$ cat src/rtl/sim_run_ctrl_pkg.sv
// Shared types and default parameter values for the simulation run/finish controller.
package sim_run_ctrl_pkg;

    typedef enum logic [1:0] {
        HOLD  = 2'd0,
        RUN   = 2'd1,
        DRAIN = 2'd2,
        DONE  = 2'd3
    } sim_run_state_t;

    localparam int unsigned DEF_RESET_CYCLES    = 20;
    localparam int unsigned DEF_DRAIN_CYCLES    = 4;
    localparam int unsigned DEF_CYCLE_W         = 32;
    localparam int unsigned DEF_WATCHDOG_CYCLES = 1000000;

    // Bits needed to hold 0..max_val; never narrower than one bit.
    function automatic int unsigned cnt_width(input int unsigned max_val);
        return (max_val == 0) ? 1 : $clog2(max_val + 1);
    endfunction

endpackage

$ cat src/rtl/sim_sat_counter.sv
// Free-running cycle counter that sticks at all-ones instead of wrapping.
module sim_sat_counter
    import sim_run_ctrl_pkg::*;
#(
    parameter int unsigned W = DEF_CYCLE_W
) (
    input  logic         CLK,
    input  logic         RST,
    input  logic         inc,
    output logic [W-1:0] q
);

    logic [W-1:0] q_d;
    logic [W-1:0] q_q;

    always_comb begin
        q_d = q_q;
        if (inc && (q_q != '1)) begin
            q_d = q_q + W'(1);
        end
    end

    always_ff @(posedge CLK or posedge RST) begin
        if (RST) begin
            q_q <= '0;
        end else begin
            q_q <= q_d;
        end
    end

    assign q = q_q;

endmodule

$ cat src/rtl/sim_run_ctrl.sv
// Reset sequencer and drained, sticky finish controller for the simulation top.
// Optional cycle watchdog enabled by defining SIM_RUN_WATCHDOG_EN.
module sim_run_ctrl
    import sim_run_ctrl_pkg::*;
#(
    parameter int unsigned RESET_CYCLES    = DEF_RESET_CYCLES,
    parameter int unsigned DRAIN_CYCLES    = DEF_DRAIN_CYCLES,
    parameter int unsigned CYCLE_W         = DEF_CYCLE_W,
    parameter int unsigned WATCHDOG_CYCLES = DEF_WATCHDOG_CYCLES
) (
    input  logic               CLK,
    input  logic               RST,
    input  logic               finish_req,
    output logic               RST_N_design,
    output logic               run,
    output logic               finish,
    output logic               timeout,
    output logic [CYCLE_W-1:0] cycle_count
);

    localparam int unsigned HOLD_W  = cnt_width(RESET_CYCLES);
    localparam int unsigned DRAIN_W = cnt_width(DRAIN_CYCLES);

    sim_run_state_t     state_q, state_d;
    logic [HOLD_W-1:0]  hold_q, hold_d;
    logic [DRAIN_W-1:0] drain_q, drain_d;
    logic               rstn_q, rstn_d;
    logic               run_q, run_d;
    logic               finish_q, finish_d;
    logic               timeout_q, timeout_d;
    logic [CYCLE_W-1:0] cnt_q;
    logic               wd_hit_c;

    sim_sat_counter #(
        .W (CYCLE_W)
    ) u_cycle_cnt (
        .CLK (CLK),
        .RST (RST),
        .inc (1'b1),
        .q   (cnt_q)
    );

    // Watchdog fires on the edge where the cycle count reaches its limit.
`ifdef SIM_RUN_WATCHDOG_EN
    assign wd_hit_c = (cnt_q != '1) &&
                      ((64'(cnt_q) + 64'd1) == 64'(WATCHDOG_CYCLES));
`else
    logic unused_wd_c;
    assign wd_hit_c    = 1'b0;
    assign unused_wd_c = ^32'(WATCHDOG_CYCLES);
`endif

    always_comb begin
        state_d   = state_q;
        hold_d    = hold_q;
        drain_d   = drain_q;
        rstn_d    = rstn_q;
        run_d     = run_q;
        finish_d  = finish_q;
        timeout_d = timeout_q;
        case (state_q)
            HOLD: begin
                hold_d = hold_q + HOLD_W'(1);
                if (wd_hit_c) begin
                    state_d   = DONE;
                    finish_d  = 1'b1;
                    timeout_d = 1'b1;
                end else if (hold_q == HOLD_W'(RESET_CYCLES - 1)) begin
                    state_d = RUN;
                    rstn_d  = 1'b1;
                    run_d   = 1'b1;
                end
            end
            RUN: begin
                // A request on the watchdog edge still takes the drained path.
                if (finish_req) begin
                    run_d = 1'b0;
                    if (DRAIN_CYCLES == 0) begin
                        state_d  = DONE;
                        finish_d = 1'b1;
                    end else begin
                        state_d = DRAIN;
                        drain_d = DRAIN_W'(DRAIN_CYCLES);
                    end
                end else if (wd_hit_c) begin
                    state_d   = DONE;
                    run_d     = 1'b0;
                    finish_d  = 1'b1;
                    timeout_d = 1'b1;
                end
            end
            DRAIN: begin
                if (drain_q == '0) begin
                    state_d  = DONE;
                    finish_d = 1'b1;
                end else begin
                    drain_d = drain_q - DRAIN_W'(1);
                end
            end
            DONE: begin
                state_d = DONE;
            end
            default: begin
                state_d = HOLD;
            end
        endcase
    end

    always_ff @(posedge CLK or posedge RST) begin
        if (RST) begin
            state_q   <= HOLD;
            hold_q    <= '0;
            drain_q   <= '0;
            rstn_q    <= 1'b0;
            run_q     <= 1'b0;
            finish_q  <= 1'b0;
            timeout_q <= 1'b0;
        end else begin
            state_q   <= state_d;
            hold_q    <= hold_d;
            drain_q   <= drain_d;
            rstn_q    <= rstn_d;
            run_q     <= run_d;
            finish_q  <= finish_d;
            timeout_q <= timeout_d;
        end
    end

    assign RST_N_design = rstn_q;
    assign run          = run_q;
    assign finish       = finish_q;
    assign timeout      = timeout_q;
    assign cycle_count  = cnt_q;

endmodule
$ cat config.mk
export PLATFORM = sky130hd
export DESIGN_NAME = sim_run_ctrl
export DESIGN_NICKNAME = d
export VERILOG_FILES = /design/src/rtl/sim_run_ctrl_pkg.sv /design/src/rtl/sim_sat_counter.sv /design/src/rtl/sim_run_ctrl.sv
export SDC_FILE = /design/constraint.sdc
export NUM_CORES = 1
export LEC_CHECK = 0
export CORE_MARGIN = 2
export CORE_UTILIZATION = 30
export CTS_BUF_LIST = sky130_fd_sc_hd__clkbuf_8
export DETAILED_ROUTE_END_ITERATION = 10
export GPL_ROUTABILITY_DRIVEN = 0
export GPL_TIMING_DRIVEN = 0
export PLACE_DENSITY = 0.6
export SLEW_MARGIN = 5
export SYNTH_ARGS = -nofsm -noshare
export SYNTH_HDL_FRONTEND = slang
export SYNTH_SLANG_ARGS = --single-unit
$ cat constraint.sdc
create_clock -name CLK -period 4.9 [get_ports CLK]
set_input_delay 0.735 -clock CLK [delete_from_list [all_inputs] [get_ports CLK]]
set_output_delay 0.735 -clock CLK [all_outputs]
set_load 0.05 [all_outputs]
# Word level (Yosys, flattened, before mapping)
# Index checks and enable logic that the tools add are counted.
# W data, S select, Z words.
dict set report op_classes {
  addsub 3
  multipliers 0
  div 0
  order_cmp 0
  eq_ne 9
  shift 0
  mux 10
  bitwise_logic 0
  n_reduce_logical 9
}
# operator count
set op_table {}
lappend op_table {{$add A32 B1 Y32 const B} 1}
lappend op_table {{$ne A32 B32 Y1 const B} 1}
lappend op_table {{$reduce_and A3 Y1} 3}
lappend op_table {{$ne A2 B2 Y1 const B} 4}
lappend op_table {{$pmux W2 S4} 1}
lappend op_table {{$mux W2} 3}
lappend op_table {{$mux W3} 2}
lappend op_table {{$pmux W3 S2} 1}
lappend op_table {{$add A5 B1 Y5 const B} 1}
lappend op_table {{$eq A5 B5 Y1 const B} 1}
lappend op_table {{$eq A2 B2 Y1 const B} 2}
lappend op_table {{$reduce_and A2 Y1} 2}
lappend op_table {{$reduce_bool A2 Y1} 2}
lappend op_table {{$logic_not A3 Y1} 1}
lappend op_table {{$sub A3 B1 Y3 const B} 1}
lappend op_table {{$eq A2 B1 Y1 const B} 1}
lappend op_table {{$logic_not A2 Y1} 1}
lappend op_table {{$mux W1} 2}
lappend op_table {{$pmux W1 S2} 1}
dict set report totals {
  regBits 45
  latchBits 0
  ram_bits 0
  mem_bits_ro 0
  output_inout_bits 36
  wordCells 38
  memories 0
}

# Logic depth before layout (Yosys ltp)
# Gate-level depths: netlist of the first run.
dict set report logic_depth {
  depth_word 3
  depth_mapped 6
}

# Hierarchy
# A second synthesis of the first run with hierarchy kept.
dict set report unflattened {
  hier_cells 198
  hier_area_um2 2197.1
}
# module instances cells_each area_per_inst_um2 seq_area_each_um2
set by_module_without_submodules {}
lappend by_module_without_submodules {sim_sat_counter 1 139 1561.5 800.8}
lappend by_module_without_submodules {sim_run_ctrl 1 59 635.6 325.3}

# Worst setup path before layout of the first run
# OpenSTA, ideal clock, no wires.
dict set report synth_path {
  kind {register -> register}
  from {register u_cycle_cnt.q_q[13] (netlist: u_cycle_cnt.q[13])}
  to {register u_cycle_cnt.q_q[18] (netlist: u_cycle_cnt.q[18])}
  arrival_time_ns 2.184
  setup_slack_ns 2.569
  stages_incl_launch_ff 7
  path_buffers 1
  synth_period_minus_slack_ns 2.331
  path_cell_list {dfrtp_1 nand3_1 or4_1 buf_2 o21ai_0 nor4_1 xor2_1}
}
dict set report synth_between {
  elab_chain_cells 1
  word_cells_on_any_way 2
  classes_between {add/sub: 1; eq/ne: 1}
}
# item line
set synth_rtl {}
lappend synth_rtl {{start, declared} sim_sat_counter.sv:14} ;# logic [W-1:0] q_q;
lappend synth_rtl {{start signal, assigned} sim_sat_counter.sv:27} ;# q_q <= q_d;
lappend synth_rtl {{$add A32 B1 Y32 / $ne A32 B32 Y1 (equally long branches)} {sim_sat_counter.sv:19, sim_sat_counter.sv:18}}
# Parallel ways exist; a longest one is shown, timed or not.
# A chain may end at the register's enable or synchronous reset.

# Worst setup path in the final report of the first run
dict set report layout_path {
  from {register u_cycle_cnt.q_q[22] (netlist: u_cycle_cnt.q[22])}
  to {output cycle_count[22]}
}
# item line
set layout_rtl {}
lappend layout_rtl {{end, declared} sim_run_ctrl.sv:18} ;# output logic [CYCLE_W-1:0] cycle_count
# No word-level cell between the ends.

==> qor.csv, run 1 <==
stage,metric,value,unit
setup_path,slowest_stage,clkdlybuf4s50_1,
die,coreArea,0.00687,sq mm
cells_and_area,final_cell_area,0.00276,sq mm
timing,clock.fmax,425,MHz
global_route,grt_max_degree,39,
outcome,status,"complete, no violations",
cells_and_area,nets,256,
setup_path,path_cells,clkdlybuf4s50_1,
setup_path,path_buf_inv,1,
cells_and_area,areaGrowthSynthToFinish,27.7,%
place,dp_cells,338,
timing,maxSlewHeadroom,49.6,%
cells_and_area,layout_common_cells,"45 x dfrtp_1, 37 x clkdlybuf4s50_1, 19 x nand2_1",
worst_hold_path,min_path_type,reg -> reg,
timing,setup_tns,0,ns
yosys,seq_area_frac_synth,52.2,%
place,port_buffers,37,
clock_tree,cts_resized,0,
yosys,synth_xor_area_share,13.0,%
yosys,ys_warn_count,0,
global_route,grt_overflow,0,
drt,antenna_left,0,
power_and_ir_drop,power.leakage,1.21,nW
timing,rsz0062_at_grt,false,
die,rows,30,
setup_path,crit_type,reg -> out,
yosys,yosysUniqueCellTypes,38,
die,initial_utilization,31.4,%
clock_tree,cts_tree,yes,
job,maxCapViolations,0,
drt,wl,4.38,mm
timing,finClkSkew,0.00921,ns
yosys,muxShareOfSynthArea,1.57,%
yosys,synth_cells,204,
clock_tree,worstSkewPairLatency,0.30,ns
setup_path,critPathMaxStageDelay,0.85,ns
yosys,synth_top_family_by_area,simple AND/OR/NAND/NOR gates,
yosys,synth_nets,211,
timing,postLayoutSetupSlackWorst,2.55,ns
clock_tree,h-tree-depth,2,
drt,drcViolationCount,0,
die,dieArea,0.00789,sq mm
cells_and_area,fillers,679,
drt,firstDrtPassIters,4,
place,post_dp_cell_area,0.00267,sq mm
setup_path,required,4.16,ns
drt,via_count,1625,
cells_and_area,diodes,0,
clock_tree,cts_buffer_depth,2,
clock_tree,cts_num_sinks,45,
global_route,grt_antenna_before_repair,0,
clock_tree,cts-root-buf,clkbuf_8,
setup_path,cpLargestDelayFamily,buffers and inverters,
setup_path,start_kind,register,
place,place_hpwl,3.19,mm
timing,setup_violations,0,
drt,wl_per_cell,12.7,um
global_route,grt_util_all_layers,12.4,%
timing,finalCriticalPeriod,2.35,ns
yosys,synthAdderAreaFrac,2.32,%
timing,drv_slew,0,
yosys,avgSynthCellArea,10.6,sq um
cells_and_area,final_common_cell,dfrtp_1,
yosys,synth_area,0.00216,sq mm
power_and_ir_drop,peakVddDrop,0.0815,mV
cells_and_area,drive_above_1_share,8.43,%
setup_path,end_kind,output pin,
clock_tree,postCtsHoldBufs,0,
global_route,grt_pass1_vias,1566,
yosys,synth-simple-area-share,20.9,%
die,die_h,88.8,um
drt,viasPerCell,4.71,
cells_and_area,layoutNonFillerInstCount,345,
die,io_pins,39,
timing,timing.final.crit_share,48.1,%
global_route,grt_pass1_wl,7.58,mm
die,die_width,88.8,um
place,place_ws,2.68,ns
clock_tree,post_cts_buffers,0,
power_and_ir_drop,powerDensity,223,mW/mm^2
timing,tightest_slew,0.749,ns
drt,drtIter0Drc,108,
clock_tree,clk_pin_slew,0.08,ns
clock_tree,cts_buffers,5,
yosys,synth_compound_area_share,7.71,%
yosys,yosys_register_bits,45,
timing,hold_viol,0,
setup_path,cp_data_arrival_time,1.62,ns
setup_path,critPathMaxFanout,8,
timing,fin_hold_ws,0.472,ns
## synthesized netlist by cell type (all sizes together)
cell      n  share of area (%)
nor4b     1               0.41
and4      2               0.81
nand3    13                3.2
mux2      3                1.6
o2111ai   1               0.41
clkbuf    3               0.52
dfrtp    45                 52
a31o      2               0.81
o211ai    1               0.35
nor2     17                3.0
a22oi     1               0.35
conb      1               0.17
nor3      9                3.3
a211o     1               0.81
xnor2    14                5.7
a211oi    2               0.70
nand2    19                3.3
and2      1               0.29
nor2b     1               0.29
a41oi     1               0.41
or4       2               0.70
inv       6                1.0
a21oi     4               0.93
nand4     8                2.3
o31a      1               0.41
o21ai     6                1.4
nor4      4                1.2
buf       2               0.58
ha        4                2.3
a31oi     4                1.2
and3      4                1.2
xor2     18                7.3
or3       1               0.29
nor3b     2               0.70
## cells by family after synthesis
kind of cell / after synthesis
fa+ha+maj: 4
simple gates: 84
mux: 3
xor+xnor: 32
compound gates: 24
other cells: 1
buf+inv: 11
flops: 45
## routing by layer
metal  part of all wire [%]  track usage, %
met5                      0               0
met4                   0.66            2.89
met2                     44            17.2
met1                     51            18.3
met3                    5.1            4.76
## where the power goes
group          internal, mW  switching, mW
sequential            0.371              0
combinational       0.00382         0.0104
clock                 0.110          0.120
## metrics by stage
step / utilization (%) / total power [mW]
after floorplan: - / 0.387
after global placement: 38.6 / 0.391
after detailed placement: 38.9 / 0.393
after CTS: 40.1 / 0.627
after global routing: 40.1 / 0.643
final: 40.1 / 0.615
## cell type report
type                    instances  area [sq um]  area share (%)
flip-flops and latches         45          1130            40.9
well taps                      96           120            4.36
inverters                       6          22.5           0.817
clock inverters                 1          3.75           0.136
plain buffers                   5          23.8           0.863
repair buffers                 38           390            14.2
multi-input cells             148           986            35.8
clock buffers                   6          82.6            3.00
## sequential cells by signal, summed over array words and instances, names as in the netlist
register	cells
run	1
hold_q	5
drain_q	3
state_q	2
finish	1
u_cycle_cnt.q	32
RST_N_design	1
## path summary, 6_finish.rpt
path                       slack, ns                end  cells after the start         startpoint
min in group asynchronous       0.66         drain_q[2]                      2                RST
setup / recovery                2.55    cycle_count[22]                      1  u_cycle_cnt.q[22]
max in group asynchronous       3.78  u_cycle_cnt.q[16]                      3                RST
hold / removal                  0.47       RST_N_design                      1       RST_N_design
hold reg to reg                 0.47       RST_N_design                      1       RST_N_design
setup reg to reg                2.67  u_cycle_cnt.q[18]                      6  u_cycle_cnt.q[13]
Power figures use the tool's default switching activity.
==> inputs of run 2 (changes only) <==
Settings changed: PLACE_DENSITY 0.6 to 0.61.
Clock period 4.9 ns to 2.1 ns, I/O delays scaled along.
==> qor.csv, run 2 (synthesis gave the netlist of run 1 again) <==
stage,metric,value,unit,change
outcome,status,"complete, no violations",,unchanged
cells_and_area,areaGrowthSynthToFinish,35.4,%,was 27.7%
job,maxCapViolations,0,,unchanged
timing,setup_violations,0,,unchanged
power_and_ir_drop,intPower,1.26,mW,was 0.485 mW
cells_and_area,layoutNonFillerInstCount,354,,was 345
global_route,grt_max_degree,31,,was 39
clock_tree,postCtsHoldBufs,0,,unchanged
die,coreArea,0.00687,sq mm,unchanged
global_route,grt_pass1_vias,1611,,was 1566
power_and_ir_drop,power.leakage,1.24,nW,was 1.21 nW
global_route,grt_util_all_layers,12.0,%,was 12.4%
setup_path,end_kind,register,,was output pin
setup_path,required,2.28,ns,was 4.16 ns
timing,finalCriticalPeriod,2.06,ns,
clock_tree,clk_pin_slew,0.09,ns,was 0.08 ns
power_and_ir_drop,power.share.combinational,2.0,%,was 2.3%
setup_path,start_kind,register,,unchanged
cells_and_area,nets,264,,was 256
cells_and_area,utilization,42.6,%,was 40.1%
clock_tree,cts_num_sinks,45,,unchanged
worst_hold_path,min_path_type,in -> async,,was reg -> reg
place,dp_cells,338,,unchanged
clock_tree,cts-root-buf,clkbuf_8,,unchanged
timing,clock.fmax,487,MHz,
global_route,grtUsageMet1,16.0,%,was 18.3%
timing,maxSlewHeadroom,63.1,%,was 49.6%
drt,via_count,1656,,was 1625
drt,wl_per_cell,12.6,um,was 12.7 um
timing,tightest_slew,0.548,ns,was 0.749 ns
clock_tree,h-tree-depth,2,,unchanged
drt,drtIter0Drc,71,,was 108
die,dieArea,0.00789,sq mm,unchanged
timing,drv_slew,0,,unchanged
setup_path,critPathMaxFanout,8,,unchanged
setup_path,cp_data_arrival_time,2.23,ns,was 1.62 ns
drt,drcViolationCount,0,,unchanged
clock_tree,worstSkewPairLatency,0.30,ns,about the same
drt,firstDrtPassIters,4,,unchanged
global_route,grt_antenna_before_repair,0,,unchanged
setup_path,crit_type,reg -> reg,,was reg -> out
setup_path,worstRegToRegCells,5,,was 6
cells_and_area,layout_common_cells,"37 x clkdlybuf4s50_1, 26 x dfrtp_1, 19 x nand2_1, 19 x dfrtp_2, 18 x xor2_1",,"was 45 x dfrtp_1, 37 x clkdlybuf4s50_1, 19 x nand2_1"
power_and_ir_drop,switching_share,20.4,%,was 21.2%
power_and_ir_drop,clkPwrFrac,43.3,%,was 37.4%
drt,viasPerCell,4.68,,was 4.71
drt,antenna_left,0,,unchanged
timing,hold_viol,0,,unchanged
global_route,grt_overflow,0,,unchanged
cells_and_area,largest_reg_flops,32,,unchanged
global_route,grt_pass1_wl,7.40,mm,was 7.58 mm
place,port_buffers,37,,unchanged
clock_tree,cts_buffer_depth,2,,unchanged
place,place_hpwl,3.17,mm,was 3.19 mm
timing,finClkSkew,0.00984,ns,was 0.00921 ns
die,die_width,88.8,um,unchanged
drt,wl,4.45,mm,was 4.38 mm
power_and_ir_drop,peakVddDrop,0.207,mV,was 0.0815 mV
clock_tree,cts_buffers,5,,unchanged
global_route,grt-busiest-layer,met2,,was met1
power_and_ir_drop,pwr-share-seq,54.6,%,was 60.3%
die,die_h,88.8,um,unchanged
timing,setup_tns,0,ns,unchanged
power_and_ir_drop,p_switching,0.322,mW,was 0.130 mW
timing,timing.final.crit_share,97.9,%,
cells_and_area,final_common_cell,clkdlybuf4s50_1,,was dfrtp_1
global_route,met2_usage,19.0,%,was 17.2%
power_and_ir_drop,powerDensity,542,mW/mm^2,was 223 mW/mm^2
cells_and_area,drive_above_1_share,20.9,%,was 8.43%
power_and_ir_drop,power,1.58,mW,was 0.615 mW
cells_and_area,diodes,0,,unchanged
clock_tree,cts_tree,yes,,unchanged
global_route,grt_use_met3,2.89,%,was 4.76%
die,rows,30,,unchanged
die,initial_utilization,31.4,%,unchanged
die,io_pins,39,,unchanged
-- run 2: changes by cell type in the layout (fill, tap and decap cells not counted), moves of 2 or more --
cell,previous run,this run
dfrtp_2,0,19
nand3_1,12,10
buf_4,1,9
nand3_4,0,2
dfrtp_1,45,26
-- run 2: final cells by class --
type                    instances  area (sq um)
plain buffers                   5          26.3
clock buffers                   6          82.6
clock inverters                 2          37.5
fillers                       677          3950
inverters                       6          22.5
multi-input cells             148          1030
flip-flops and latches         45          1150
well taps                      96           120
repair buffers                 46           450
-- run 2: repair_timing --
item | 4_1_cts | 5_1_grt
setup buffers | 0 | 8
endpoints found under the hold margin | 0 | 0
resized for setup | 1 | 7
pin swaps | 0 | 1
setup endpoints to repair | 1 | 12
-- run 2: metal layers --
metal  wire, um  part of all wire [%]
met2       2010                    45
met1       2180                    49
met4         56                   1.3
met3        194                   4.4
met5          0                     0
-- run 2: final timing paths --
path,start,end,slack [ns]
worst max register to register,u_cycle_cnt.q[10],u_cycle_cnt.q[1],0.04
min in group CLK,hold_q[4],hold_q[4],0.47
worst min-delay path,RST,state_q[0],0.29
worst max-delay path,u_cycle_cnt.q[10],u_cycle_cnt.q[1],0.04
worst min register to register,hold_q[4],hold_q[4],0.47
max in group asynchronous,RST,u_cycle_cnt.q[1],1.31
-- run 2: power groups by stage --
stage / Sequential [mW] / Combinational, mW / Clock (mW)
after floorplan: 0.883 / 0.0193 / 0
after global placement: 0.883 / 0.0291 / 0
after detailed placement: 0.883 / 0.0341 / 0
after CTS: 0.865 / 0.0341 / 0.710
after global routing: 0.866 / 0.0375 / 0.744
final: 0.865 / 0.0325 / 0.686
-- run 2: critical path, stage by stage (launching register included) --
cell and delay (ns):
dfrtp_2 0.42, nand3_4 0.12, or4_1 0.52, clkbuf_4 0.19, nor3_4 0.36, mux2_4 0.33
-- run 2: through the flow --
step,hold WS (ns),setup WS [ns],area (sq um)
2_1_floorplan,0.438,-0.00566,2190
3_3_place_gp,0.453,-0.365,2680
3_5_place_dp,0.461,-0.00338,2700
4_1_cts,0.296,0.00956,2820
5_1_grt,0.328,-0.0227,2920
6_report,0.294,0.0448,2920
